### config.mk
export PLATFORM = sky130hd
export DESIGN_NAME = object_placer
export DESIGN_NICKNAME = d
export VERILOG_FILES = /design/src/rtl/object_placer_pkg.sv /design/src/rtl/object_placer_lfsr32.sv /design/src/rtl/object_placer.sv
export SDC_FILE = /design/constraint.sdc
export NUM_CORES = 2
export LEC_CHECK = 0
export BUFFER_PORTS_ARGS = -buffer_cell sky130_fd_sc_hd__buf_2
export CORE_AREA = 2 2 436 438
export DETAILED_ROUTE_END_ITERATION = 12
export DIE_AREA = 0 0 438 440
export PLACE_DENSITY = 0.57
export SLEW_MARGIN = 20
export SYNTH_ARGS = -nofsm -noshare
export SYNTH_HDL_FRONTEND = slang
export SYNTH_SLANG_ARGS = --single-unit
### constraint.sdc
create_clock -name Clk -period 27.6 [get_ports Clk]
set_input_delay 8.28 -clock Clk [delete_from_list [all_inputs] [get_ports Clk]]
set_output_delay 8.28 -clock Clk [all_outputs]
set_load 0.02 [all_outputs]
### src/rtl/object_placer_pkg.sv
// Shared state encoding, LFSR polynomial and range-mapping helper for the
// level object placer.
package placer_pkg;

    typedef enum logic [1:0] {
        IDLE  = 2'd0,
        DRAW  = 2'd1,
        CHECK = 2'd2,
        DONE  = 2'd3
    } placer_state_t;

    // Right-shifting Galois mask for x^32 + x^22 + x^2 + x + 1.
    localparam logic [31:0] LFSR_TAPS = 32'h8020_0003;

    // Multiply-high mapping of a 16-bit random value onto [0, span).
    function automatic logic [31:0] scale16(input logic [15:0] r, input logic [31:0] span);
        return 32'((48'(r) * 48'(span)) >> 16);
    endfunction

endpackage

### src/rtl/object_placer_lfsr32.sv
// Free-running 32-bit Galois LFSR; a zero seed is replaced by 1 so the
// register can never lock up.
module lfsr32
    import placer_pkg::*;
#(
    parameter logic [31:0] SEED = 32'hACE1_2468
) (
    input  logic        Clk,
    input  logic        Reset_n,
    output logic [31:0] q
);

    localparam logic [31:0] SEED_NZ = (SEED == 32'd0) ? 32'd1 : SEED;

    logic [31:0] q_d;
    logic [31:0] q_q;

    always_comb begin
        q_d = {1'b0, q_q[31:1]} ^ (q_q[0] ? LFSR_TAPS : 32'd0);
    end

    always_ff @(posedge Clk or negedge Reset_n) begin
        if (!Reset_n) q_q <= SEED_NZ;
        else          q_q <= q_d;
    end

    assign q = q_q;

endmodule

### src/rtl/object_placer.sv
// Places N_OBJ objects at pseudo-random coordinates inside per-object ranges,
// re-drawing candidates that land too close to an already placed object.
//
// state | meaning
// IDLE  | waiting for a rising edge on start
// DRAW  | register candidate (cx, cy) for object idx
// CHECK | compare candidate against all placed objects, commit or retry
// DONE  | one-cycle done pulse, then back to IDLE
module object_placer
    import placer_pkg::*;
#(
    parameter int          N_OBJ   = 18,
    parameter int          CW      = 10,
    parameter int          MIN_SEP = 24,
    parameter int          MAX_TRY = 7,
    parameter logic [31:0] SEED    = 32'hACE1_2468
) (
    input  logic                  Clk,
    input  logic                  Reset_n,
    input  logic                  start,
    input  logic [N_OBJ*CW-1:0]   x_lo,
    input  logic [N_OBJ*CW-1:0]   x_span,
    input  logic [N_OBJ*CW-1:0]   y_lo,
    input  logic [N_OBJ*CW-1:0]   y_span,
    output logic [N_OBJ*CW-1:0]   obj_x,
    output logic [N_OBJ*CW-1:0]   obj_y,
    output logic [N_OBJ-1:0]      obj_valid,
    output logic [N_OBJ-1:0]      obj_forced,
    output logic                  busy,
    output logic                  done
);

    localparam int             IW       = (N_OBJ > 1) ? $clog2(N_OBJ) : 1;
    localparam int             TW       = (MAX_TRY > 0) ? $clog2(MAX_TRY + 1) : 1;
    localparam logic [IW-1:0]  LAST_IDX = IW'(N_OBJ - 1);
    localparam logic [TW-1:0]  TRY_MAX  = TW'(MAX_TRY);
    localparam logic [31:0]    SEP      = 32'(MIN_SEP);

    logic [31:0]     lfsr;
    placer_state_t   state_q, state_d;
    logic [IW-1:0]   idx_q, idx_d;
    logic [TW-1:0]   try_q, try_d;
    logic            start_q, start_d;
    logic [CW-1:0]   cx_q, cx_d, cy_q, cy_d;
    logic [CW-1:0]   obj_x_q [N_OBJ];
    logic [CW-1:0]   obj_x_d [N_OBJ];
    logic [CW-1:0]   obj_y_q [N_OBJ];
    logic [CW-1:0]   obj_y_d [N_OBJ];
    logic [N_OBJ-1:0] valid_q, valid_d, forced_q, forced_d, hit;
    logic            busy_q, busy_d, done_q, done_d;
    logic            collide;

    logic [CW-1:0]   x_lo_a [N_OBJ];
    logic [CW-1:0]   x_sp_a [N_OBJ];
    logic [CW-1:0]   y_lo_a [N_OBJ];
    logic [CW-1:0]   y_sp_a [N_OBJ];

    lfsr32 #(.SEED(SEED)) u_lfsr (
        .Clk     (Clk),
        .Reset_n (Reset_n),
        .q       (lfsr)
    );

    // One separation comparator per placed slot, all evaluated in CHECK.
    for (genvar i = 0; i < N_OBJ; i++) begin : g_obj
        logic [CW-1:0] dx, dy;
        assign x_lo_a[i] = x_lo[i*CW +: CW];
        assign x_sp_a[i] = x_span[i*CW +: CW];
        assign y_lo_a[i] = y_lo[i*CW +: CW];
        assign y_sp_a[i] = y_span[i*CW +: CW];
        assign obj_x[i*CW +: CW] = obj_x_q[i];
        assign obj_y[i*CW +: CW] = obj_y_q[i];
        assign dx = (cx_q >= obj_x_q[i]) ? cx_q - obj_x_q[i] : obj_x_q[i] - cx_q;
        assign dy = (cy_q >= obj_y_q[i]) ? cy_q - obj_y_q[i] : obj_y_q[i] - cy_q;
        assign hit[i] = valid_q[i] && (32'(dx) < SEP) && (32'(dy) < SEP);
    end

    assign collide = |hit;

    always_comb begin
        state_d  = state_q;
        idx_d    = idx_q;
        try_d    = try_q;
        start_d  = start;
        cx_d     = cx_q;
        cy_d     = cy_q;
        obj_x_d  = obj_x_q;
        obj_y_d  = obj_y_q;
        valid_d  = valid_q;
        forced_d = forced_q;
        case (state_q)
            IDLE: begin
                if (start && !start_q) begin
                    valid_d  = '0;
                    forced_d = '0;
                    idx_d    = '0;
                    try_d    = '0;
                    state_d  = DRAW;
                end
            end
            DRAW: begin
                cx_d    = CW'(32'(x_lo_a[idx_q]) + scale16(lfsr[31:16], 32'(x_sp_a[idx_q])));
                cy_d    = CW'(32'(y_lo_a[idx_q]) + scale16(lfsr[15:0], 32'(y_sp_a[idx_q])));
                state_d = CHECK;
            end
            CHECK: begin
                if (!collide || try_q == TRY_MAX) begin
                    obj_x_d[idx_q]  = cx_q;
                    obj_y_d[idx_q]  = cy_q;
                    valid_d[idx_q]  = 1'b1;
                    forced_d[idx_q] = collide;
                    try_d           = '0;
                    if (idx_q == LAST_IDX) begin
                        state_d = DONE;
                    end else begin
                        idx_d   = idx_q + 1'b1;
                        state_d = DRAW;
                    end
                end else begin
                    try_d   = try_q + 1'b1;
                    state_d = DRAW;
                end
            end
            DONE:    state_d = IDLE;
            default: state_d = IDLE;
        endcase
        busy_d = (state_d != IDLE);
        done_d = (state_d == DONE);
    end

    always_ff @(posedge Clk or negedge Reset_n) begin
        if (!Reset_n) begin
            state_q  <= IDLE;
            idx_q    <= '0;
            try_q    <= '0;
            start_q  <= 1'b0;
            cx_q     <= '0;
            cy_q     <= '0;
            obj_x_q  <= '{default: '0};
            obj_y_q  <= '{default: '0};
            valid_q  <= '0;
            forced_q <= '0;
            busy_q   <= 1'b0;
            done_q   <= 1'b0;
        end else begin
            state_q  <= state_d;
            idx_q    <= idx_d;
            try_q    <= try_d;
            start_q  <= start_d;
            cx_q     <= cx_d;
            cy_q     <= cy_d;
            obj_x_q  <= obj_x_d;
            obj_y_q  <= obj_y_d;
            valid_q  <= valid_d;
            forced_q <= forced_d;
            busy_q   <= busy_d;
            done_q   <= done_d;
        end
    end

    assign obj_valid  = valid_q;
    assign obj_forced = forced_q;
    assign busy       = busy_q;
    assign done       = done_q;

endmodule
==> impl_metrics.toml <==
[outcome]
status = "finished, final reports clean"

[sta]
fin_skew_ns = 0.0454
slew-limit-headroom = 0.234
grt_setup_unrepaired = "false"
slew_viol_final = 0
fin_setup_tns_ns = 0
fmax_mhz = 61.4
hold_viol = 0
finalSetupViolCount = 0
finalCritPeriodShare = 0.590
period_needed_ns = 16.30
worst_pin_slew_ns = 1.15

[die]
io_pins = 1121
rows = 160
start_util = 0.309
core-area_mm2 = 0.189
design.die.area_mm2 = 0.193
die_h_um = 440
die_w_um = 438

[critical_path]
r2r_setup_slack_ns = 17.06
cp_num_buf_inv = 6
critical_path.endpoint_type = "flop"
worstSetupPathType = "in2reg"
crit_family = "adder cells"
crit_required_ns = 28.14
cp_max_fo = 16
cp_slowest_stage_delay_ns = 0.73
timing.rr.end = "cx_q[9]"
endpoint = "cx_q[9]"
start_kind = "primary input"
cp.arrival_ns = 16.84
worst_path_max_delay_cell = "a2111oi_0"
reg2reg_depth = 37
r2r_start = "idx_q[1]"
crit_top_cell = "fa_1"
crit_start = "x_span[79]"
cp.depth = 37

[power_and_ir_drop]
vdd_drop_max_mv = 0.0706
power_density_mw_per_mm2 = 118
power_leakage_nw = 36.1

[placement]
placedCellCount = 9766
gp_congestion = 0.959
hpwl_mm = 223
port_buffers = 1120

[logic_synthesis]
synth_edf_count = 0
async_reset_ff_frac = 1.00
syn_area_per_cell_um2 = 9.24
netlist_instances = 6308
synth-main-ff-cell = "dfrtp_1"
synth_commonest_cells = "ha_1, inv_1, nand2_1"
syn-num-nets = 8077
yosysMostFrequentCell = "ha_1"
synth_top_area_cell = "dfrtp_1"
syn-cell-area_mm2 = 0.0583
ys_ff_latch = 461
synth_warnings = 0
yosysUniqueCellTypes = 100
synth_area_leaders = "dfrtp_1, ha_1, mux2i_1"
ys_seq_area_frac = 0.198
synth_top_cell_area_share = 0.192

[route]
viasPerCell = 5.32
drc = 0
firstDrtPassIters = 6
vias = 54200
drtAntennaViolNets = 0
wl_mm = 278
wl_per_cell_um = 27.3
drtIter0Drc = 3880

[cells_and_area]
layout.nets = 9096
area_growth_pct = 20.2
drive_gt1_frac = 0.232
register_area_mm2 = 0.0116
filler_cell_count = 19300
multiInputGateArea_mm2 = 0.0430
fin_cells = 10200

[cts]
clock_tree.buffer_depth = 3
clock-sinks = 461
cts_tree = "built"
cts_setup_buffers = 0
holdBufCountCts = 0
cts.repair.resized = 0
cts_buffers = 70
clk-insertion-delay-late_ns = 0.72
cts-root-buf = "clkbuf_16"
h-tree-depth = 3
clk_pin_slew_worst_paths_ns = 0.06

[global_routing]
grt_overflow = 0
grt_pass1_vias = 53800
grt_max_degree = 114
grt_usage = 0.279
antenna_found_initial = 87
grt_pass1_wl_mm = 385

[min_path]
hold_path_depth = 0
min_path_type = "reg2reg"

[run]
cap_violations = 0
==> worst reg2reg max path: cells and delay by family (launching register included) <==
family / cells / cell delay, ns
adders and majority gates: 7 / 3.20
AOI/OAI and AO/OA: 9 / 2.20
and+or+nand+nor: 12 / 2.00
buffers and inverters: 6 / 1.58
DFF: 1 / 0.73
muxes: 1 / 0.42
xor gates and xnor gates: 2 / 0.28
==> layer usage <==
layer | up-vias | GRT usage | part of all wire
li1 | 24800 | - | -
met1 | 26800 | 0.292 | 0.35
met2 | 2014 | 0.480 | 0.49
met3 | 600 | 0.0516 | 0.057
met4 | 14 | 0.248 | 0.10
met5 | - | 0.00521 | 0.00076
==> where the power goes <==
group / total (mW) / internal [mW] / switching [mW]
clock network: 1.01 / 0.612 / 0.397
registers: 1.02 / 0.831 / 0.192
logic: 6.26 / 2.40 / 3.86
==> worst min path at each step <==
stage | from | to | slack [ns]
after global placement | u_lfsr.q[6] | u_lfsr.q[5] | 0.46
after floorplan | u_lfsr.q[12] | u_lfsr.q[11] | 0.35
after CTS | u_lfsr.q[16] | u_lfsr.q[15] | 0.46
after detailed placement | u_lfsr.q[6] | u_lfsr.q[5] | 0.46
final | u_lfsr.q[16] | u_lfsr.q[15] | 0.46
after global routing | u_lfsr.q[16] | u_lfsr.q[15] | 0.47
==> cells in the final DEF (no fill, tap or decap), types with 161 or more instances in the layout <==
master,n
fa_1,220
and2_1,170
mux2i_1,454
buf_2,1119
nand2_1,497
inv_1,697
o21ai_0,257
dfrtp_1,432
nor2_1,236
mux4_2,161
diode_2,288
a21oi_1,320
ha_1,826
==> kinds of logic (layout without fill, tap and decap cells) <==
group	after synthesis	after routing	synth area share
AO/OA/AOI/OAI	1352	1352	0.158
XOR/XNOR	250	250	0.0376
adder cells (fa/ha/maj)	1046	1046	0.253
buffers and inverters	994	2068	0.0664
flip-flops	461	461	0.198
multiplexers	687	687	0.155
other	0	288	0
AND/OR/NAND/NOR	1518	1518	0.132
==> sequential cells by signal, summed over array words and instances, names as in the netlist, 2 cells and up <==
| register | flops |
|---|---|
| cx_q | 10 |
| u_lfsr.q | 32 |
| try_q | 3 |
| cy_q | 10 |
| obj_valid | 18 |
| idx_q | 5 |
| obj_forced | 18 |
| state_q | 2 |
| obj_y | 180 |
| obj_x | 180 |
==> cell type report <==
type / count / share of cell area
repair buffers: 1225 / 0.0918
multi-input cells: 4853 / 0.614
well taps: 2511 / 0.0449
clock inverters: 31 / 0.00729
flip-flops and latches: 461 / 0.165
inverters: 716 / 0.0384
clock buffers: 96 / 0.0284
diodes: 288 / 0.0103
==> metrics by stage <==
stage | utilization | setup WS (ns) | power (mW) | area [um2] | hold slack [ns]
floorplan | - | 11.79 | 5.29 | 58300 | 0.352
global placement | 0.354 | 10.69 | 7.17 | 66800 | 0.462
detailed placement | 0.354 | 10.66 | 7.23 | 66800 | 0.462
CTS | 0.368 | 11.42 | 8.29 | 69300 | 0.455
global route | 0.371 | 10.91 | 8.92 | 70000 | 0.467
finish | 0.371 | 11.30 | 8.29 | 70000 | 0.456
No activity file was read; power rests on OpenSTA's default activity.
